--- config.mk ---
export PLATFORM = sky130hd
export DESIGN_NAME = if_stage_fetch
export DESIGN_NICKNAME = d
export VERILOG_FILES = /design/src/rtl/if_stage_fetch.sv
export SDC_FILE = /design/constraint.sdc
export NUM_CORES = 1
export LEC_CHECK = 0
export ABC_AREA = 1
export ABC_CLOCK_PERIOD_IN_PS = 2700
export BUFFER_PORTS_ARGS = -buffer_cell sky130_fd_sc_hd__buf_2
export CORE_UTILIZATION = 40
export CTS_BUF_LIST = sky130_fd_sc_hd__clkbuf_2 sky130_fd_sc_hd__clkbuf_4 sky130_fd_sc_hd__clkbuf_8
export CTS_CLUSTER_SIZE = 8
export DETAILED_ROUTE_END_ITERATION = 10
export GPL_TIMING_DRIVEN = 0
export PLACE_DENSITY = 0.62
export SYNTH_ARGS = -nofsm -noshare
export SYNTH_HDL_FRONTEND = slang
export SYNTH_SLANG_ARGS = --single-unit
--- constraint.sdc ---
create_clock -name clk -period 2.7 [get_ports clk]
set_clock_uncertainty 0.2 [all_clocks]
set_input_delay 0.135 -clock clk [delete_from_list [all_inputs] [get_ports clk]]
set_output_delay 0.135 -clock clk [all_outputs]
set_load 0.05 [all_outputs]
--- src/rtl/if_stage_fetch.sv ---
// Instruction-fetch stage with IF/ID pipeline register and a one-entry skid buffer.
// Fetches over a variable-latency req/ack memory port; decode may freeze or redirect it.
module if_stage_fetch #(
  parameter int                  WORD_LEN = 16,
  parameter logic [WORD_LEN-1:0] PC_RESET = 16'h0000
) (
  input  logic                clk,
  input  logic                rst,
  input  logic                hazard_detected_in,
  input  logic                br_taken,
  input  logic [WORD_LEN-1:0] br_addr,
  output logic                imem_req,
  output logic [WORD_LEN-1:0] imem_addr,
  input  logic                imem_ack,
  input  logic [WORD_LEN-1:0] imem_rdata,
  output logic [WORD_LEN-1:0] instruction,
  output logic [WORD_LEN-1:0] pc_out,
  output logic                if_valid
);

  localparam logic [1:0] IDLE = 2'd0;
  localparam logic [1:0] REQ  = 2'd1;
  localparam logic [1:0] HOLD = 2'd2;

  localparam logic [WORD_LEN-1:0] ONE = {{(WORD_LEN-1){1'b0}}, 1'b1};
  localparam logic [WORD_LEN-1:0] NOP = '0;

  logic [1:0]          state_q, state_d;
  logic [WORD_LEN-1:0] pc_q, pc_d;
  logic [WORD_LEN-1:0] addr_q, addr_d;
  logic                stale_q, stale_d;
  logic [WORD_LEN-1:0] skid_instr_q, skid_instr_d;
  logic [WORD_LEN-1:0] skid_pc_q, skid_pc_d;
  logic [WORD_LEN-1:0] instr_q, instr_d;
  logic [WORD_LEN-1:0] pcout_q, pcout_d;
  logic                valid_q, valid_d;

  logic                ack_v;
  logic [WORD_LEN-1:0] pc_inc;

  assign ack_v  = imem_ack && (state_q == REQ);
  assign pc_inc = pc_q + ONE;

  always_comb begin
    state_d      = state_q;
    pc_d         = pc_q;
    stale_d      = stale_q;
    skid_instr_d = skid_instr_q;
    skid_pc_d    = skid_pc_q;
    instr_d      = instr_q;
    pcout_d      = pcout_q;
    valid_d      = valid_q;

    if (br_taken) begin
      // A redirect flushes IF/ID even under a freeze; an in-flight fetch is marked stale.
      pc_d    = br_addr;
      instr_d = NOP;
      valid_d = 1'b0;
      state_d = REQ;
      if (state_q == REQ) begin
        stale_d = ack_v ? 1'b0 : 1'b1;
      end
    end else begin
      case (state_q)
        IDLE: begin
          state_d = REQ;
          if (!hazard_detected_in) begin
            instr_d = NOP;
            valid_d = 1'b0;
          end
        end
        REQ: begin
          if (ack_v && !stale_q) begin
            pc_d = pc_inc;
            if (!hazard_detected_in) begin
              instr_d = imem_rdata;
              pcout_d = pc_inc;
              valid_d = 1'b1;
            end else begin
              skid_instr_d = imem_rdata;
              skid_pc_d    = pc_inc;
              state_d      = HOLD;
            end
          end else begin
            if (ack_v) begin
              stale_d = 1'b0;
            end
            if (!hazard_detected_in) begin
              instr_d = NOP;
              valid_d = 1'b0;
            end
          end
        end
        HOLD: begin
          if (!hazard_detected_in) begin
            instr_d = skid_instr_q;
            pcout_d = skid_pc_q;
            valid_d = 1'b1;
            state_d = REQ;
          end
        end
        default: begin
          state_d = IDLE;
        end
      endcase
    end
  end

  // The request address is frozen until the pending fetch is acknowledged.
  always_comb begin
    addr_d = pc_d;
    if ((state_q == REQ) && !imem_ack) begin
      addr_d = addr_q;
    end
  end

  always_ff @(posedge clk or negedge rst) begin
    if (!rst) begin
      state_q      <= IDLE;
      pc_q         <= PC_RESET;
      addr_q       <= PC_RESET;
      stale_q      <= 1'b0;
      skid_instr_q <= '0;
      skid_pc_q    <= '0;
      instr_q      <= NOP;
      pcout_q      <= '0;
      valid_q      <= 1'b0;
    end else begin
      state_q      <= state_d;
      pc_q         <= pc_d;
      addr_q       <= addr_d;
      stale_q      <= stale_d;
      skid_instr_q <= skid_instr_d;
      skid_pc_q    <= skid_pc_d;
      instr_q      <= instr_d;
      pcout_q      <= pcout_d;
      valid_q      <= valid_d;
    end
  end

  assign imem_req    = (state_q == REQ);
  assign imem_addr   = addr_q;
  assign instruction = instr_q;
  assign pc_out      = pcout_q;
  assign if_valid    = valid_q;

endmodule

==> metrics <==
outcome complete, no violations; clock tree buffer depth 2; post-DP HPWL 8960 um; Skew-Pair Late Insertion Delay 0.37 ns; ANT nets after route 0; H-tree levels 3; Synth Instances 601; non-filler cells, final 908; PortBufs 85; family with the most delay on the worst path buffers and inverters; Yosys top cell by area dfrtp_1; global-route wire length before repair 21100 um; Crit path top cell by count a21oi_1; placed insts 855; Worst-Margin Slew 0.543 ns; met1 usage in global routing 29.4%; top cells by area, synth dfrtp_1 50%, nand2_1 15%, inv_1 4.1%; crit path kind reg -> reg; Cell Pwr Density 1120 nW/um^2; post-CTS setup buffer count 0; Worst-path clk slew 0.09 ns; clk sink count 100; r2r worst-path depth 9; post-synthesis sequential area ratio 50.2%; DRT Wirelength 12400 um; Die Y 114 um; worst vdd ir 0.000636 V; most instantiated library cell after synthesis nand2_1; RSZ-0062 raised after global routing no; TritonCTS clock tree yes; number of synthesized register bits 100; Rows 40; Vias/cell 4.85; largest net degree at the start of global routing 64; area grow syn2layout 25.5%; hold violation total from the final report 0; final net count 777; Max Cap Viol 0; vias 4403; Ys Warns 0; Post-Syn Area per Cell 8.29 um^2; initial antenna violation count 0; WP depth 9; Fill cells 1131; worst path arrival time 2.59 ns; top cell type's share of synthesized area 50.2%; Initial Utilization 41.3%; Root Buffer clkbuf_8; Multi-input gate area 2090 um^2; layer carrying the most global-route usage met2; Final Setup Violations 0; pins over their slew limit 0; share of flip-flops with an asynchronous set or reset 100%; cell area after synthesis 4980 um^2; Max stage delay on crit path 0.57 ns; synth cell count leaders 203 x nand2_1, 100 x dfrtp_1, 55 x inv_1; ANT cells 0; Synth cell types 39; setup tns final 0 ns; GR Overflow Total 0; Residual DRC 0; Leak 3.11 nW; vias in the first global route 4374; Worst path slowest cell dlygate4sd3_1; crit end category flip-flop; share of post-route cells with drive strength above 1 21.1%; data required time of the worst path 2.76 ns; DRT iter0 DRCs 231; Register Area 2500 um^2; met3 GRT Util 4.30%; relative slew slack 63.8%; Tcrit/Tclk final 93.7%; full die area 12900 um^2; Buf/Inv on CP 4; DR pass1 iterations 5; fmax 0.395 GHz; CP cell instances inv_1 > ha_2 > nand2_2 > nor2_8 > inv_4 > buf_2 > a21oi_1 > a21oi_1 > dlygate4sd3_1; Core Box Area 12100 um^2; I/O pins 87; Period minus WS final 2.53 ns; die width 114 um; GRT Overall Usage 20.7%; WL/cell 13.6 um; cts bufs inserted 9; Synth Flop Type dfrtp_1; startpoint type of the worst setup path flip-flop; Hold Crit Class in -> async; routability cong. 0.911; met2 Resource Use GR 31.5%; Post-synth EDFFs 0; crit path max fanout 10; syn_nets 643
-- layer usage --
layer / vias to the layer above / wire length (um)
met5: - / 0
met4: 0 / 191
met3: 16 / 618
met2: 114 / 5620
met1: 2078 / 5960
li1: 2195 / -
-- registers in the layout, summed over array words and instances (netlist names) --
| register | cells |
|---|---|
| imem_addr | 16 |
| instruction | 16 |
| pc_out | 16 |
| pc_q | 16 |
| skid_instr_q | 16 |
| skid_pc_q | 16 |
| state_q | 2 |
| if_valid | 1 |
| stale_q | 1 |
-- worst reg2reg max path: cells and delay by family, from the launching register on --
family / cells / cell delay, ns
AOI/OAI and AO/OA: 2 / 0.25
and+or+nand+nor: 2 / 0.34
adders and majority gates: 1 / 0.27
DFF: 1 / 0.41
buffers and inverters: 4 / 0.96
-- cells by family (layout without fill, tap and decap cells) --
| logic type | Yosys count | count (layout) | share of synthesized area (%) |
|---|---|---|---|
| compound gates | 123 | 123 | 15.6 |
| xor+xnor | 9 | 9 | 1.58 |
| fa+ha+maj | 5 | 5 | 1.26 |
| buf+inv | 86 | 225 | 8.01 |
| flops | 100 | 100 | 50.2 |
| simple gates | 278 | 278 | 23.3 |
-- cells in the final DEF, fill, tap and decap left out, types with 3 or more instances in the layout --
master / instances
a21boi_0: 3
a21oi_1: 35
a21oi_2: 8
a31oi_1: 8
buf_2: 88
buf_4: 3
buf_6: 8
clkbuf_1: 14
clkbuf_8: 10
clkinv_2: 3
dfrtp_1: 100
dlygate4sd3_1: 37
ha_1: 4
inv_1: 55
nand2_1: 203
nand3_1: 18
nand4_1: 5
nor2_1: 39
o21ai_0: 29
o21ai_1: 8
o21ai_2: 10
o22ai_1: 11
o22ai_2: 5
or2_2: 4
xnor2_1: 4
xor2_1: 4
-- layout make-up --
type	count	share of cell area, %
Inverter	58	3.54
Multi-Input combinational cell	415	33.5
Clock buffer	10	2.20
Buffer	28	2.84
Tap cell	168	3.36
Timing Repair Buffer	123	13.2
Clock inverter	6	1.38
Sequential cell	100	40.0
-- stage by stage --
stage | setup slack, ns | instance area, um^2 | total power, mW | util, % | hold slack (ns)
final | 0.171 | 6250 | 6.98 | 51.9 | 0.0823
after detailed placement | 0.319 | 5650 | 5.89 | 46.8 | -0.0514
after global placement | 0.256 | 5620 | 5.80 | 46.6 | 0.176
after global routing | 0.00731 | 6250 | 7.51 | 51.9 | 0.122
after floorplan | 0.257 | 4980 | 5.04 | - | -0.361
after CTS | 0.0918 | 6240 | 7.03 | 51.8 | 0.0774
-- power by group --
group | switching [mW] | leakage [nW] | internal, mW
registers | 0.365 | 1.22 | 2.09
logic | 2.49 | 1.77 | 0.965
clock network | 0.521 | 0.113 | 0.547
-- final timing paths --
check                              from             end  slack, ns
setup / recovery             state_q[1]         pc_q[4]       0.17
hold / removal                      rst  instruction[9]       0.08
min in group clk           skid_pc_q[3]    skid_pc_q[3]       0.28
setup reg to reg             state_q[1]         pc_q[4]       0.17
hold reg to reg            skid_pc_q[3]    skid_pc_q[3]       0.28
max in group asynchronous           rst      pc_out[10]       1.54
-- what timing repair did --
item	CTS	global route
hold buffers	37	0
gates resized for setup	0	2
hold endpoints to repair	163	0
endpoints found under the setup margin	0	1
Note: power is estimated with default switching activity, not from simulation.
